$ cat src/rtl/store_narrow_rmw_if.sv
// Store request / data-RAM bundle for store_narrow_rmw.
//   master : CPU + RAM side (drives request fields and mem_rdata)
//   slave  : store_narrow_rmw (drives ready/busy/done and RAM address/write)
// Optional: `MISALIGN_TRAP_EN adds the misalign status line.
interface store_narrow_rmw_if #(
  parameter int unsigned ADDR_W = 10
);
  logic              req_valid;
  logic              req_ready;
  logic [1:0]        st_type;
  logic [31:0]       byte_addr;
  logic [31:0]       wdata;
  logic [ADDR_W-1:0] mem_addr;
  logic              mem_we;
  logic [31:0]       mem_wdata;
  logic [31:0]       mem_rdata;
  logic              busy;
  logic              done;
`ifdef MISALIGN_TRAP_EN
  logic              misalign;

  modport master (
    output req_valid, st_type, byte_addr, wdata, mem_rdata,
    input  req_ready, mem_addr, mem_we, mem_wdata, busy, done, misalign
  );

  modport slave (
    input  req_valid, st_type, byte_addr, wdata, mem_rdata,
    output req_ready, mem_addr, mem_we, mem_wdata, busy, done, misalign
  );
`else
  modport master (
    output req_valid, st_type, byte_addr, wdata, mem_rdata,
    input  req_ready, mem_addr, mem_we, mem_wdata, busy, done
  );

  modport slave (
    input  req_valid, st_type, byte_addr, wdata, mem_rdata,
    output req_ready, mem_addr, mem_we, mem_wdata, busy, done
  );
`endif
endinterface

$ cat src/rtl/store_narrow_rmw.sv
// Narrowing store unit: writes sw/sh/sb stores into a word-addressed
// synchronous RAM, using read-modify-write for sub-word stores.
// Ports:
//   clk, rst_n : clock, synchronous active-low reset
//   bus        : store_narrow_rmw_if.slave (request handshake, RAM port,
//                busy/done status)
// Optional feature macro: MISALIGN_TRAP_EN (misaligned sw/sh are trapped
// with misalign+done instead of being written).
module store_narrow_rmw #(
  parameter int unsigned ADDR_W = 10
) (
  input logic                clk,
  input logic                rst_n,
  store_narrow_rmw_if.slave  bus
);

  typedef enum logic [1:0] {
    IDLE  = 2'd0,
    READ  = 2'd1,
    WRITE = 2'd2,
    DONE  = 2'd3
  } state_t;

  state_t            state;
  logic [1:0]        st_q;
  logic [1:0]        addr_lo_q;
  logic [31:0]       wdata_q;
  logic [ADDR_W-1:0] mem_addr_q;
  logic              mem_we_q;
  logic              req_ready_q;
  logic              busy_q;
  logic              done_q;
  logic [31:0]       merged;
  logic              is_word;
  logic              unused_addr_hi;

  // Reserved type 11 behaves as a full-word store.
  assign is_word = (bus.st_type == 2'b00) || (bus.st_type == 2'b11);

  // Byte-address bits above the RAM word index are not used.
  assign unused_addr_hi = ^bus.byte_addr[31:ADDR_W+2];

`ifdef MISALIGN_TRAP_EN
  logic misalign_q;
  logic is_misaligned;

  assign is_misaligned = (bus.st_type == 2'b01) ? bus.byte_addr[0]
                       : (bus.st_type == 2'b10) ? 1'b0
                       : (bus.byte_addr[1:0] != 2'b00);
  assign bus.misalign  = misalign_q;
`endif

  // Control FSM with registered outputs.
  always_ff @(posedge clk) begin
    if (!rst_n) begin
      state       <= IDLE;
      st_q        <= 2'b00;
      addr_lo_q   <= 2'b00;
      wdata_q     <= 32'd0;
      mem_addr_q  <= '0;
      mem_we_q    <= 1'b0;
      req_ready_q <= 1'b1;
      busy_q      <= 1'b0;
      done_q      <= 1'b0;
`ifdef MISALIGN_TRAP_EN
      misalign_q  <= 1'b0;
`endif
    end else begin
      case (state)
        IDLE: begin
          if (bus.req_valid) begin
            st_q        <= bus.st_type;
            addr_lo_q   <= bus.byte_addr[1:0];
            wdata_q     <= bus.wdata;
            mem_addr_q  <= bus.byte_addr[ADDR_W+1:2];
            req_ready_q <= 1'b0;
            busy_q      <= 1'b1;
`ifdef MISALIGN_TRAP_EN
            if (is_misaligned) begin
              state      <= DONE;
              done_q     <= 1'b1;
              misalign_q <= 1'b1;
            end else
`endif
            if (is_word) begin
              state    <= WRITE;
              mem_we_q <= 1'b1;
            end else begin
              state <= READ;
            end
          end
        end
        READ: begin
          state    <= WRITE;
          mem_we_q <= 1'b1;
        end
        WRITE: begin
          state    <= DONE;
          mem_we_q <= 1'b0;
          done_q   <= 1'b1;
        end
        default: begin
          state       <= IDLE;
          done_q      <= 1'b0;
          req_ready_q <= 1'b1;
          busy_q      <= 1'b0;
`ifdef MISALIGN_TRAP_EN
          misalign_q  <= 1'b0;
`endif
        end
      endcase
    end
  end

  // Lane merge of new data into the word read back during WRITE.
  always_comb begin
    merged = wdata_q;
    case (st_q)
      2'b01: begin
        if (addr_lo_q[1]) merged = {wdata_q[15:0], bus.mem_rdata[15:0]};
        else              merged = {bus.mem_rdata[31:16], wdata_q[15:0]};
      end
      2'b10: begin
        merged = bus.mem_rdata;
        case (addr_lo_q)
          2'd0:    merged[7:0]   = wdata_q[7:0];
          2'd1:    merged[15:8]  = wdata_q[7:0];
          2'd2:    merged[23:16] = wdata_q[7:0];
          default: merged[31:24] = wdata_q[7:0];
        endcase
      end
      default: merged = wdata_q;
    endcase
  end

  assign bus.mem_wdata = (state == WRITE) ? merged : 32'd0;
  assign bus.mem_addr  = mem_addr_q;
  assign bus.mem_we    = mem_we_q;
  assign bus.req_ready = req_ready_q;
  assign bus.busy      = busy_q;
  assign bus.done      = done_q;

endmodule

$ cat src/flat_wrapper.sv
// flat-port wrapper written by rule: the top's interface ports become plain ports
module store_narrow_rmw_flat 
#(
  parameter int unsigned ADDR_W = 10
)
  (clk, rst_n, bus_req_valid, bus_st_type, bus_byte_addr, bus_wdata, bus_mem_rdata, bus_req_ready, bus_mem_addr, bus_mem_we, bus_mem_wdata, bus_busy, bus_done);
  store_narrow_rmw_if #(.ADDR_W(ADDR_W)) bus_i ();
  input logic clk;
  input logic rst_n;
  input wire logic [$bits(bus_i.req_valid)-1:0] bus_req_valid;
  input wire logic [$bits(bus_i.st_type)-1:0] bus_st_type;
  input wire logic [$bits(bus_i.byte_addr)-1:0] bus_byte_addr;
  input wire logic [$bits(bus_i.wdata)-1:0] bus_wdata;
  input wire logic [$bits(bus_i.mem_rdata)-1:0] bus_mem_rdata;
  output wire logic [$bits(bus_i.req_ready)-1:0] bus_req_ready;
  output wire logic [$bits(bus_i.mem_addr)-1:0] bus_mem_addr;
  output wire logic [$bits(bus_i.mem_we)-1:0] bus_mem_we;
  output wire logic [$bits(bus_i.mem_wdata)-1:0] bus_mem_wdata;
  output wire logic [$bits(bus_i.busy)-1:0] bus_busy;
  output wire logic [$bits(bus_i.done)-1:0] bus_done;
  assign bus_i.req_valid = bus_req_valid;
  assign bus_i.st_type = bus_st_type;
  assign bus_i.byte_addr = bus_byte_addr;
  assign bus_i.wdata = bus_wdata;
  assign bus_i.mem_rdata = bus_mem_rdata;
  assign bus_req_ready = bus_i.req_ready;
  assign bus_mem_addr = bus_i.mem_addr;
  assign bus_mem_we = bus_i.mem_we;
  assign bus_mem_wdata = bus_i.mem_wdata;
  assign bus_busy = bus_i.busy;
  assign bus_done = bus_i.done;
  store_narrow_rmw #(.ADDR_W(ADDR_W)) u_core (.clk(clk), .rst_n(rst_n), .bus(bus_i));
endmodule
$ cat config.mk
export PLATFORM = sky130hd
export DESIGN_NAME = store_narrow_rmw_flat
export DESIGN_NICKNAME = d
export VERILOG_FILES = /design/src/rtl/store_narrow_rmw_if.sv /design/src/rtl/store_narrow_rmw.sv /design/src/flat_wrapper.sv
export SDC_FILE = /design/constraint.sdc
export NUM_CORES = 1
export LEC_CHECK = 0
export ABC_AREA = 1
export CORE_MARGIN = 4
export CORE_UTILIZATION = 44
export CTS_BUF_LIST = sky130_fd_sc_hd__clkbuf_8
export CTS_CLUSTER_DIAMETER = 80
export DETAILED_ROUTE_END_ITERATION = 16
export GPL_TIMING_DRIVEN = 0
export PLACE_DENSITY = 0.83
export SLEW_MARGIN = 20
export SYNTH_ARGS = -nofsm -noshare
export SYNTH_HDL_FRONTEND = slang
export SYNTH_SLANG_ARGS = --single-unit
$ cat constraint.sdc
create_clock -name clk -period 1.9 [get_ports clk]
set_input_delay 0.19 -clock clk [delete_from_list [all_inputs] [get_ports clk]]
set_output_delay 0.19 -clock clk [all_outputs]
set_load 0.02 [all_outputs]
==> impl_results.md <==
* Status: finished, violations left
* Failing checks: negative setup slack
* Critical Path AT at 1780 ps
* Worst skew pair latency at 310 ps
* Vias at 4223
* Crit path to: bus_mem_wdata[11]
* # nets final at 792
* Worst-path fanout max at 6
* Setup crit start kind: flip-flop
* Leading area contributor after synthesis: dfxtp_1
* Tmin final at 1970 ps
* Seq/Total Area, Yosys at 30.7%
* Post-Syn Instances at 540
* Gp weighted congestion at 0.950
* Setup crit end kind: output port
* Die width at 95.8 µm
* Core Util, Final at 72.7%
* Setup ws final at -71.4 ps
* Crit path from: u_core.st_q[1]
* First-pass GRT wire length at 18700 µm
* Post-Syn Nets at 648
* Die height at 95.8 µm
* Top post-synthesis cells by area: dfxtp_1 31%, nand3_1 12%, nor2_1 12%
* Power Dens Cells at 1300 nW/µm²
* Num rows at 31
* Achievable frequency at 0.507 GHz
* R2R Path Start: u_core.state[0]
* CP required at 1710 ps
* CTS tree: yes
* DRT Pass-1 Iters at 5
* Largest net degree at the start of global routing at 16
* Boundary pin count at 147
* Relative slew slack at 72.8%
* WL/cell at 16.3 µm
* Static leakage at 0.00229 µW
* Placed cells at 765
* Root Buffer Master: clkbuf_8
* Die area at 9170 µm²
* 1st-iter DRT viols at 281
* Cts hold-fix bufs at 0
* R2R cell count at 6
* Hold Startpoint: bus_byte_addr[8]
* Initial core utilization at 46.0%
* Setup-failing EPs final at 8
* Core ar. at 7370 µm²
* Total chip power at 6960 µW
* Yosys cell types at 25
* N_diodes at 0
* Max-slew violation count at 0
* Most frequent cells in the layout: 101 x nor2_1, 94 x clkdlybuf4s50_1, 70 x nand3_1
* Reg2reg setup slack at 160 ps
* Warnings, synthesis at 0
* Post-synth top area share at 30.7%
* Max-cap violations at 0
* Synth Area per Inst at 6.27 µm²
* Vias in the first global route at 3796
* Placed wire-length estimate at 9370 µm
* Detailed Route WL at 12700 µm
* Period utilization at 104%
* Area grow syn2layout at 58.2%
* Clock buffer depth at 2
* Proportion of layout cells with a drive suffix above 1 at 21.3%
* VDD IR max at 0.655 mV
* Cell area after synthesis at 3390 µm²
* Worst Max-Slew Pin Slew at 408 ps
* Non-filler cells, final at 783
* Fin. Hold Viols at 0
* PortBufs at 126
* Kind of critical path: flip-flop to output port
* Most common cell after layout, fill and taps aside: nor2_1
* Residual DRC at 0
* Setup TNS at -183 ps
* Clock tree sinks at 52
* CTS H-tree depth at 2
* All-Layer GR Usage at 26.0%
* Num CTS Buffers at 5
* RSZ-0062 raised after global routing: true
* Antenna violations before repair at 0
* Fill cells at 629
* Total global routing overflow at 0
* Hold crit path type: input pin to flip-flop
* Worst R2R End: u_core.wdata_q[23]
* Vias/cell at 5.39
* Reg clk slew, reported paths at 100 ps
* Max Clock Skew at 3.36 ps
* Post-DRT Antenna Nets at 0
* FF+latch count, synth at 52
stage by stage:
step	setup WS (ps)	area [µm²]	hold slack, ps
2_1_floorplan	183	3390	336
3_3_place_gp	-557	4770	456
3_5_place_dp	-580	4770	468
4_1_cts	4.19	4950	483
5_1_grt	-98.6	5360	496
6_report	-71.4	5360	480
per-layer routing:
metal,up-vias,global-route usage [%],share of wire (%)
li1,2073,-,-
met1,1907,32.6,40
met2,208,43.8,49
met3,35,6.02,8.8
met4,0,8.41,2.2
met5,-,0,0
cells by family after synthesis:
group / synth area share, %
adders and majority gates: 2.58
AOI/OAI and AO/OA: 20.5
buffers and inverters: 12.3
DFF: 30.7
and+or+nand+nor: 33.9
cell type report:
cell class	count	area (µm²)	share of cell area [%]
Buffer	37	344	6.42
Clock buffer	5	68.8	1.28
Clock inverter	2	60.1	1.12
Inverter	47	188	3.50
Multi-Input combinational cell	404	2150	40.1
Sequential cell	52	1040	19.5
Tap cell	99	124	2.31
Timing Repair Buffer	137	1390	25.8
what timing repair did:
| action | 4_1_cts | 5_1_grt |
|---|---|---|
| setup endpoints to repair | 32 | 34 |
| gates resized for setup | 190 | 97 |
| pin swaps | 6 | 20 |
| cloned | 3 | 4 |
| hold endpoints to repair | 0 | 0 |
| setup buffers | 2 | 2 |
how the worst min path moves through the flow:
| stage | depth (start not counted) | to | slack [ps] |
|---|---|---|---|
| floorplan | 2 | u_core.bus.mem_addr[0] | 340 |
| global placement | 2 | u_core.bus.req_ready | 460 |
| detailed placement | 2 | u_core.wdata_q[26] | 470 |
| CTS | 3 | u_core.bus.mem_addr[6] | 480 |
| global route | 3 | u_core.wdata_q[29] | 500 |
| finish | 3 | u_core.bus.mem_addr[6] | 480 |
flip-flops by register name, indices dropped and copies added, names as in the netlist:
register	cells
u_core.bus.mem_addr	10
u_core.st_q	2
u_core.bus.req_ready	1
u_core.addr_lo_q	2
u_core.bus.mem_we	1
u_core.bus.busy	1
u_core.state	2
u_core.bus.done	1
u_core.wdata_q	32
power breakdown:
group          internal, µW  total [µW]  leakage (µW)  switching, µW
Combinational          1850        4330       0.00179           2480
Clock                   519         893     0.0000642            374
Sequential             1420        1740      0.000431            322
Total                  3790        6960       0.00229           3170
worst max-delay path: stages, from the launching register on:
cell	delay, ps
dfxtp_2	350
inv_2	80
ha_4	170
buf_12	140
clkbuf_16	140
nand3_1	90
nand2_1	100
nor2_1	50
a21oi_2	190
buf_6	140
synth_stat cells (all sizes together):
cell,count
nor2,106
nand3,82
o21ai,74
nand2,72
dfxtp,52
a21oi,51
inv,46
buf,25
clkbuf,12
o211ai,8
ha,7
clkinv,1
nand4,1
nor3,1
nor3b,1
o21a,1
No activity file was read; power rests on OpenSTA's default activity.
